### src/rtl/ro_puf_pair_meas.sv
// Ring-oscillator PUF pair measurement: enables a challenge-selected pair, settles,
// counts synchronised rising edges of both over a fixed window and compares them.
module ro_puf_pair_meas #(
   parameter int unsigned NUM_RO     = 8,
   parameter int unsigned SEL_W      = $clog2(NUM_RO),
   parameter int unsigned CNT_W      = 16,
   parameter int unsigned SETTLE_CYC = 64,
   parameter int unsigned WINDOW_CYC = 4096
) (
   input  logic              clk,
   input  logic              rst,
   input  logic              start,
   input  logic [SEL_W-1:0]  sel_a,
   input  logic [SEL_W-1:0]  sel_b,
   input  logic [NUM_RO-1:0] ro_in,
   output logic [NUM_RO-1:0] ro_en,
   output logic              busy,
   output logic              done,
   output logic              resp,
   output logic              tie,
   output logic              err,
   output logic              sat,
   output logic [CNT_W-1:0]  cnt_a,
   output logic [CNT_W-1:0]  cnt_b
);

   localparam int unsigned MAX_CYC = (SETTLE_CYC > WINDOW_CYC) ? SETTLE_CYC : WINDOW_CYC;
   localparam int unsigned CYC_W   = $clog2(MAX_CYC + 1);
   localparam logic [CYC_W-1:0] SETTLE_LAST = CYC_W'(SETTLE_CYC - 1);
   localparam logic [CYC_W-1:0] WINDOW_LAST = CYC_W'(WINDOW_CYC - 1);
   localparam logic [CNT_W-1:0] CNT_MAX     = '1;

   typedef enum logic [2:0] {
      S_IDLE,
      S_SETTLE,
      S_MEASURE,
      S_EVAL,
      S_DONE
   } state_t;

   state_t             state, state_n;
   logic [NUM_RO-1:0]  sync1, sync2, hist, rise;
   logic [SEL_W-1:0]   sa_q, sb_q, sa_n, sb_n;
   logic               bad_q, bad_n;
   logic [CYC_W-1:0]   cyc_q, cyc_n;
   logic [CNT_W-1:0]   ea_q, eb_q, ea_n, eb_n;
   logic [NUM_RO-1:0]  en_n;

   // Two-flop synchroniser plus history flop, free-running in every state
   always_ff @(posedge clk) begin
      if (rst) begin
         sync1 <= '0;
         sync2 <= '0;
         hist  <= '0;
      end else begin
         sync1 <= ro_in;
         sync2 <= sync1;
         hist  <= sync2;
      end
   end

   assign rise = sync2 & ~hist;

   always_ff @(posedge clk) begin
      if (rst) begin
         state <= S_IDLE;
         sa_q  <= '0;
         sb_q  <= '0;
         bad_q <= 1'b0;
         cyc_q <= '0;
         ea_q  <= '0;
         eb_q  <= '0;
      end else begin
         state <= state_n;
         sa_q  <= sa_n;
         sb_q  <= sb_n;
         bad_q <= bad_n;
         cyc_q <= cyc_n;
         ea_q  <= ea_n;
         eb_q  <= eb_n;
      end
   end

   always_comb begin
      state_n = state;
      sa_n    = sa_q;
      sb_n    = sb_q;
      bad_n   = bad_q;
      cyc_n   = cyc_q;
      ea_n    = ea_q;
      eb_n    = eb_q;
      en_n    = '0;
      case (state)
         S_IDLE: begin
            if (start) begin
               sa_n    = sel_a;
               sb_n    = sel_b;
               bad_n   = (sel_a == sel_b) || (32'(sel_a) >= NUM_RO) || (32'(sel_b) >= NUM_RO);
               cyc_n   = '0;
               ea_n    = '0;
               eb_n    = '0;
               state_n = bad_n ? S_EVAL : S_SETTLE;
            end
         end
         S_SETTLE: begin
            if (cyc_q == SETTLE_LAST) begin
               cyc_n   = '0;
               state_n = S_MEASURE;
            end else begin
               cyc_n = cyc_q + CYC_W'(1);
            end
         end
         S_MEASURE: begin
            // Counters stick at all-ones; saturation is read off at evaluation
            if (rise[sa_q] && (ea_q != CNT_MAX)) ea_n = ea_q + CNT_W'(1);
            if (rise[sb_q] && (eb_q != CNT_MAX)) eb_n = eb_q + CNT_W'(1);
            if (cyc_q == WINDOW_LAST) begin
               state_n = S_EVAL;
            end else begin
               cyc_n = cyc_q + CYC_W'(1);
            end
         end
         S_EVAL:  state_n = S_DONE;
         S_DONE:  state_n = S_IDLE;
         default: state_n = S_IDLE;
      endcase
      if ((state_n == S_SETTLE) || (state_n == S_MEASURE)) begin
         for (int i = 0; i < int'(NUM_RO); i++) begin
            en_n[i] = (SEL_W'(i) == sa_n) || (SEL_W'(i) == sb_n);
         end
      end
   end

   // Registered outputs; results captured on the edge entering DONE
   always_ff @(posedge clk) begin
      if (rst) begin
         ro_en <= '0;
         busy  <= 1'b0;
         done  <= 1'b0;
         resp  <= 1'b0;
         tie   <= 1'b0;
         err   <= 1'b0;
         sat   <= 1'b0;
         cnt_a <= '0;
         cnt_b <= '0;
      end else begin
         ro_en <= en_n;
         busy  <= (state_n != S_IDLE);
         done  <= (state_n == S_DONE);
         if (state == S_EVAL) begin
            err   <= bad_q;
            cnt_a <= bad_q ? '0 : ea_q;
            cnt_b <= bad_q ? '0 : eb_q;
            resp  <= !bad_q && (ea_q > eb_q);
            tie   <= !bad_q && (ea_q == eb_q);
            sat   <= !bad_q && ((ea_q == CNT_MAX) || (eb_q == CNT_MAX));
         end
      end
   end

endmodule

### config.mk
export PLATFORM = sky130hd
export DESIGN_NAME = ro_puf_pair_meas
export DESIGN_NICKNAME = d
export VERILOG_FILES = /design/src/rtl/ro_puf_pair_meas.sv
export SDC_FILE = /design/constraint.sdc
export NUM_CORES = 1
export LEC_CHECK = 0
export BUFFER_PORTS_ARGS = -buffer_cell sky130_fd_sc_hd__buf_2
export CAP_MARGIN = 0
export CORE_ASPECT_RATIO = 1.25
export CORE_MARGIN = 10
export CORE_UTILIZATION = 40
export DETAILED_ROUTE_END_ITERATION = 8
export PLACE_DENSITY_LB_ADDON = 0.15
export SLEW_MARGIN = 25
export SYNTH_ARGS = -nofsm -noshare
export SYNTH_HDL_FRONTEND = slang
export SYNTH_SLANG_ARGS = --single-unit
### constraint.sdc
create_clock -name clk -period 5.3 [get_ports clk]
set_input_delay 0.53 -clock clk [delete_from_list [all_inputs] [get_ports clk]]
set_output_delay 0.53 -clock clk [all_outputs]
set_load 0.01 [all_outputs]
Word-level counts from Yosys, hierarchy flattened
Index checks and enable logic that the tools add are counted.
{ "totals": {"ff_bits": 125, "word_cells": 111} }
{ "classes": {"add_sub_neg": 3, "n_lt_le_gt_ge": 3, "eq_ne": 32, "muxes": 24, "bitwise_logic": 3, "n_reduce_logical": 27} }
{ "op_table": {"columns": ["cell", "n"], "rows": [
  ["2-to-1 mux 16 bit", 5],
  ["one-hot mux 16 bit (2 select lines)", 2],
  ["2-to-1 mux 13 bit", 3],
  ["one-hot mux 13 bit (3 select lines)", 1],
  ["adder 16 x 1 -> 16 bit (second input constant)", 2],
  ["== test 16 bit (second input constant)", 2],
  ["!= test 16 bit (second input constant)", 2],
  ["== test 3 bit (first input constant)", 8],
  ["2-to-1 mux 3 bit", 7],
  ["== test 16 bit", 1],
  ["greater-than comparator 16 bit", 1],
  ["adder 13 x 1 -> 13 bit (second input constant)", 1],
  ["== test 13 x 12 -> 1 bit (second input constant)", 1],
  ["== test 13 x 6 -> 1 bit (second input constant)", 1],
  ["== test 2 x 3 -> 1 bit (first input constant)", 4],
  ["one-hot mux 3 bit (4 select lines)", 1],
  ["logical OR 1 bit", 10],
  ["== test 3 x 2 -> 1 bit (second input constant)", 3],
  ["logical NOT 3 bit", 3],
  ["AND reduction 3 bit", 3],
  ["AND 8 bit", 1],
  ["< comparator 3 x 4 -> 1 bit (second input constant)", 2],
  ["!= test 2 bit (second input constant)", 4],
  ["inverter 8 bit", 1],
  ["14 further kinds", 23]
]} }

Longest topological paths before layout
Gate-level depths: netlist of the first run.
{ "depth": {"ltp_word": 8, "depth_mapped": 8, "depth_no_buf": 8} }

Least setup slack after synthesis of the first run
OpenSTA, ideal clock, no wires.
{ "synth_path": {"kind": "reg2reg", "start": "reg sa_q[0]", "end": "reg ea_q[14]", "setup_time_ns": 0.121, "arrival_ns": 1.978, "path_slack_ns": 3.201, "path_stages_with_launch": 8, "n_path_buf": 2, "path_cell_list": "dfxtp_1 > clkbuf_1 > mux4_2 > o2bb2ai_4 > nand2_1 > buf_2 > a22o_1 > mux2_2"} }
{ "synth_between": {"elab_chain_len": 5} }
{ "synth_lines": {"columns": ["item", "line_no", "text"], "rows": [
  ["start, declared", "43", "logic [SEL_W-1:0] sa_q, sb_q, sa_n, sb_n;"],
  ["start signal, assigned", "75", "sa_q <= sa_n;"],
  ["binary-select mux 1 bit (select 3 bit)", "115", "if (rise[sa_q] && (ea_q != CNT_MAX)) ea_n = ea_q + CNT_W'(1);"],
  ["2-to-1 mux 1 bit (implied by the code)", "115", null],
  ["logical AND 1 bit", "115", null],
  ["!= test 2 bit (no line)", null, null],
  ["AND reduction 3 bit (no line)", null, null],
  ["end signal, assigned", "79", "ea_q <= ea_n;"],
  ["end, declared", "46", "logic [CNT_W-1:0] ea_q, eb_q, ea_n, eb_n;"]
]} }
No other way between the ends. The select of a mux whose other input is x is not followed.
A chain may end at the register's enable or synchronous reset.

Worst setup path after layout of the first run
{ "layout_path": {"start": "reg eb_q[0]", "end": "reg eb_q[3]"} }
{ "layout_between": {"elab_chain_len": 4, "elab_cells_between_ends": 7, "cone_classes": "add/sub (1); eq/ne (2); mux (2); reduce/logical (2)"} }
{ "layout_lines": {"columns": ["item", "line_no", "text"], "rows": [
  ["start, declared", "46", null],
  ["start signal, assigned", "80", "eb_q <= eb_n;"],
  ["branches (longest 4 deep; another with adder 16 x 1 -> 16 bit)", null, null]
]} }
Parallel ways; which one is timed is not known. The select of a mux whose other input is x is not followed.

==> flow_summary.toml, run 1 <==
[sta]
setup_viol = 0
fin_ws_ps = 2710
slew_headroom_pct = 42.0
finalSetupTns_ps = 0
clock_skew_ps = 8.18
hold_viol = 0
hold_ws_ps = 324
fmax_mhz = 386
rsz0062_at_grt = "false"
worst_pin_slew_ps = 870
post-route-min-period_ps = 2590
post-route-period-util_pct = 48.8
drv_slew = 0

[synthesis]
yosysWarnings = 0
synth_area_per_cell_um2 = 8.72
synth_seq_cells = 125
syn_nets = 699
synth_cells = 663
synthFlopType = "dfxtp_1"
synthArstFlopShare_pct = 0
synth_cell_types = 73
netlist_area_um2 = 5780
synth_edf_count = 0
ys_seq_area_share_pct = 43.3

[critical_path]
start_kind = "register"
critPathMaxFanout = 7
crit_type = "reg -> reg"
cp.required_ps = 5650
cp-end-kind = "register"
crit_arrival_ps = 2940

[die]
rows = 49
die-area_um2 = 19700
start_util_pct = 40.5
die_h_um = 154
ioPinCount = 63
core_um2 = 14300
die_w_um = 128

[drt]
drc_errors = 0
drt_iter0_markers = 374
drt-total-wl_mm = 14.7
vias_per_cell = 5.48
dr.pass1.iters = 5
vias = 4969
ant_nets = 0
post_drt_wl_per_cell_um = 16.2

[run]
cap_viol_max_count = 0

[placed_design]
dp_cells = 874
pre_cts_ws_ps = 2700
dp_hpwl_mm = 10.4
gp_congestion = 0.844
io_buffers = 62

[finish]
nets = 751
diodes = 0
final_common_cell = "dfxtp_1"
final_cell_mix = "dfxtp_1, nor2_1, buf_2"
final_layout_size_suffix_gt1_share_pct = 17.0
instances_no_fill = 906
area_delta_synth_final_pct = 17.3
fillCellCount = 1414

[global_routing]
grt_use_total_pct = 14.9
grt_pass1_wl_mm = 24.3
grt_max_degree = 75
grt_antenna_before_repair = 0
grt_pass1_vias = 4857
grt_overflow = 0

[power]
pwr-share-comb_pct = 5.9
irDropWorstVdd_mv = 0.199
power_density_nw_per_um2 = 326
switchingPower_uw = 554
p_int_mw = 1.66
switching_share_pct = 25.0
p_seq_share_pct = 43.9
clkPwrFrac_pct = 50.2
p_leak_nw = 2.54

[hold_path]
hp-class = "in -> reg"

[cts]
clk_latency_ps = 410
clockBufferDepth = 2
post_cts_buffers = 0
clkTransAtPathRegs_ps = 60
cts_resized = 0
cts_hold_buf = 0
numCtsBuffers = 17
cts.htree.levels = 4
cts-root-buf = "clkbuf_16"
cts_tree = "built"
clkSinkCount = 125

[outcome]
status = "finished clean"
[critical path, cell delays in order (launching register included)]
cell,delay (ps)
dfxtp_1,440
ha_1,270
nand3_1,190
nor3_1,430
nand4_2,290
and2_0,370
o32ai_1,360
a32o_1,170
[Yosys cell counts, types with 3 or more instances]
cell type    n  share of area (%)
a211oi_1     6               0.78
a21o_1       4               0.52
a21oi_1     58                5.0
a22oi_1      3               0.39
a311oi_1     3               0.45
a31oi_1      5               0.54
a32oi_1      4               0.61
and2_1       4               0.43
and3_1       5               0.54
and4_1       4               0.61
buf_1        3               0.19
buf_2        4               0.35
clkbuf_1    26                1.7
dfxtp_1    125                 43
ha_1        19                4.1
inv_1       17                1.1
mux2_2       3               0.58
mux2i_1      3               0.52
mux4_2       3                1.2
nand2_1     49                3.2
nand2b_1     6               0.65
nand3_1     22                1.9
nand3b_1     6               0.78
nand4_1     14                1.5
nor2_1      86                5.6
nor2b_1     31                3.4
nor3_1      29                2.5
nor3b_1     17                2.2
nor4_1       8               0.87
nor4b_1      4               0.61
o21ai_0     13                1.1
o31ai_1      3               0.39
or3_1        6               0.65
or4_1        6               0.78
xnor2_1     11                1.7
xor2_1       7                1.1
[through the flow]
stage	area [µm²]	utilization, %	power, mW
6_report	6790	47.5	2.21
4_1_cts	6790	47.5	2.24
5_1_grt	6790	47.5	2.29
3_3_place_gp	6220	43.5	1.12
2_1_floorplan	5780	-	1.08
3_5_place_dp	6220	43.5	1.12
[worst paths after layout]
check / startpoint / to / slack, ps / cells past startpoint
worst max-delay path: eb_q[0]$_SDFFE_PP0P_ / eb_q[3]$_SDFFE_PP0P_ / 2710 / 7
worst max register to register: eb_q[0]$_SDFFE_PP0P_ / eb_q[3]$_SDFFE_PP0P_ / 2710 / 7
worst min register to register: sync1[2]$_SDFF_PP0_ / sync2[2]$_SDFF_PP0_ / 430 / 1
worst min-delay path: ro_in[7] / sync1[7]$_SDFF_PP0_ / 320 / 2
[power by group through the flow]
stage	combinational, mW	sequential [mW]	clock, mW
after floorplan	0.0926	0.989	0
after global placement	0.130	0.991	0
after detailed placement	0.131	0.991	0
after CTS	0.131	0.970	1.13
after global routing	0.144	0.973	1.17
final	0.130	0.971	1.11
[per-layer routing]
metal / part of all wire [%] / track usage, % / wire (µm) / vias up
li1: - / - / - / 2488
met1: 46 / 18.5 / 6690 / 2294
met2: 47 / 23.7 / 6820 / 168
met3: 6.4 / 4.38 / 932 / 19
met4: 1.6 / 5.70 / 228 / 0
met5: 0 / 0 / 0 / -
[registers in the layout, indices dropped and copies added (netlist names)]
name,cells
bad_q,1
busy,1
cnt_a,16
cnt_b,16
cyc_q,13
done,1
ea_q,16
eb_q,16
err,1
hist,8
resp,1
ro_en,8
sa_q,3
sat,1
sb_q,3
state,3
sync1,8
sync2,8
tie,1
[logic make-up after synthesis]
| group | count (synthesis) | synth area share (%) |
|---|---|---|
| fa+ha+maj | 19 | 4.11 |
| mux | 10 | 2.66 |
| buf+inv | 52 | 3.59 |
| xor+xnor | 18 | 2.73 |
| flops | 125 | 43.3 |
| simple gates | 318 | 29.7 |
| compound gates | 121 | 13.9 |
[area by class of cell]
class / count / area (µm²) / share of cell area (%)
inverter: 18 / 67.6 / 0.995
timing repair buffer: 67 / 348 / 5.12
multi-input combinational: 486 / 3080 / 45.4
sequential: 125 / 2500 / 36.9
clock inverter: 14 / 138 / 2.03
tap: 178 / 223 / 3.28
clock buffer: 18 / 429 / 6.32
No activity file was read; power rests on OpenSTA's default activity.
==> run 2, diff against run 1 <==
==> constraint.sdc (replaced) <==
create_clock -name clk -period 2.3 [get_ports clk]
set_input_delay 0.23 -clock clk [delete_from_list [all_inputs] [get_ports clk]]
set_output_delay 0.23 -clock clk [all_outputs]
set_load 0.01 [all_outputs]
==> run 2 against run 1 <==
Global-route usage up 0.64 points. Cell count up 4.5%. Maximum frequency up 18%.
==> flow_summary.toml, run 2 (same netlist as run 1, synthesis figures left out) <==
[outcome]
status = "finished clean"

[die]
core_um2 = 14300
ioPinCount = 63
start_util_pct = 40.5
die_w_um = 128
die_h_um = 154
rows = 49
die-area_um2 = 19700

[finish]
multi_input_area_um2 = 3130
final_cell_mix = "dfxtp_1, nor2_1, buf_2"
final_common_cell = "dfxtp_1"
fillCellCount = 1365
nets = 792
register_area_um2 = 2500
area_delta_synth_final_pct = 24.1
instances_no_fill = 947
final_layout_size_suffix_gt1_share_pct = 22.1
diodes = 0

[placed_design]
io_buffers = 62
gp_congestion = 0.940
dp_hpwl_mm = 11.0
dp_cells = 908

[sta]
worst_pin_slew_ps = 599
rsz0062_at_grt = "true"
fmax_mhz = 455
post-route-period-util_pct = 95.6
drv_slew = 0
hold_ws_ps = 13.1
setup_viol = 0
slew_headroom_pct = 58.9
clock_skew_ps = 11.9
finalSetupTns_ps = 0
post-route-min-period_ps = 2200
hold_viol = 0

[power]
p_leak_nw = 2.78
switching_share_pct = 25.7
p_int_mw = 3.86
pwr-share-comb_pct = 6.4
irDropWorstVdd_mv = 0.476
power_density_nw_per_um2 = 724
p_seq_share_pct = 42.9
p_total_mw = 5.20
clkPwrFrac_pct = 50.6
switchingPower_mw = 1.34

[cts]
cts-root-buf = "clkbuf_16"
cts.htree.levels = 4
numCtsBuffers = 17
clkTransAtPathRegs_ps = 60
clk_latency_ps = 420
clockBufferDepth = 2
clkSinkCount = 125
cts_tree = "built"

[run]
cap_viol_max_count = 0

[critical_path]
crit_arrival_ps = 2510
crit_type = "reg -> reg"
cp-end-kind = "register"
critPathMaxFanout = 8
reg2reg_from = "sync2[6]$_SDFF_PP0_"
worstPathCellList = "or2b_1 -> mux4_2 -> o2bb2ai_4 -> and2_1 -> o2111ai_1 -> a32o_1"
start_kind = "register"
reg2reg_slack_ps = 100
rr_worst_depth = 6
crit_slowest_cell = "mux4_2"
cp.required_ps = 2610
rr_endpoint = "ea_q[8]$_SDFFE_PP0P_"
max_stage_delay_ps = 490

[drt]
drc_errors = 0
ant_nets = 0
drt_iter0_markers = 294
drt-total-wl_mm = 15.2
post_drt_wl_per_cell_um = 16.1
dr.pass1.iters = 4
vias = 5174
vias_per_cell = 5.46

[hold_path]
holdPathEnd = "sync1[2]$_SDFF_PP0_"
hold_path_depth = 2
hold_path.startpoint = "ro_in[2]"
hp-class = "in -> reg"

[global_routing]
grt_pass1_wl_mm = 25.3
grt_overflow = 0
grt_max_degree = 52
grt_use_total_pct = 15.6
grt_pass1_vias = 5151
grt_antenna_before_repair = 1
## run 2: metal layers
metal	track usage, %	part of all wire, %
met1	18.3	44
met2	25.5	47
met3	4.17	5.6
met4	7.44	2.6
met5	0	0
## run 2: stage by stage
stage	worst slack [ps]	util, %	instance area (µm²)
after global routing	-1.46	50.3	7180
after global placement	64.6	45.5	6500
after detailed placement	45.0	45.5	6500
final	100	50.3	7180
after CTS	11.1	49.8	7110
after floorplan	201	-	5780
## run 2: area by class of cell
cell class | count | area share, %
Sequential cell | 125 | 34.8
Tap cell | 178 | 3.10
Clock inverter | 15 | 2.11
Multi-Input combinational cell | 487 | 43.6
Clock buffer | 17 | 5.92
Inverter | 18 | 0.941
Timing Repair Buffer | 107 | 9.48
## run 2: worst max path at each step
stage / depth (start not counted) / end / from
after global routing: 6 / ea_q[8]$_SDFFE_PP0P_ / sync2[6]$_SDFF_PP0_
final: 6 / ea_q[8]$_SDFFE_PP0P_ / sync2[6]$_SDFF_PP0_
after CTS: 6 / ea_q[5]$_SDFFE_PP0P_ / sync2[6]$_SDFF_PP0_
after detailed placement: 6 / ea_q[5]$_SDFFE_PP0P_ / sync2[6]$_SDFF_PP0_
after global placement: 6 / eb_q[11]$_SDFFE_PP0P_ / sync2[6]$_SDFF_PP0_
after floorplan: 7 / ea_q[14]$_SDFFE_PP0P_ / sa_q[0]$_SDFF_PP0_
## run 2: power by group through the flow
| stage | sequential [mW] | clock [mW] | combinational, mW |
|---|---|---|---|
| global route | 2.24 | 2.79 | 0.370 |
| finish | 2.23 | 2.63 | 0.335 |
| detailed placement | 2.28 | 0 | 0.319 |
| CTS | 2.23 | 2.69 | 0.326 |
| floorplan | 2.28 | 0 | 0.213 |
| global placement | 2.28 | 0 | 0.316 |
## run 2: critical path, delay by kind of cell, from the launching register on
family	cells	cell delay, ps
compound gates	3	690
flops	1	330
mux	1	490
simple gates	2	570
## run 2: repair_timing
action                     4_1_cts  5_1_grt
buffers inserted                 0        3
gates resized for setup          0       12
hold buffers                     3        0
hold endpoints to repair         3        0
setup endpoints to repair        0       22
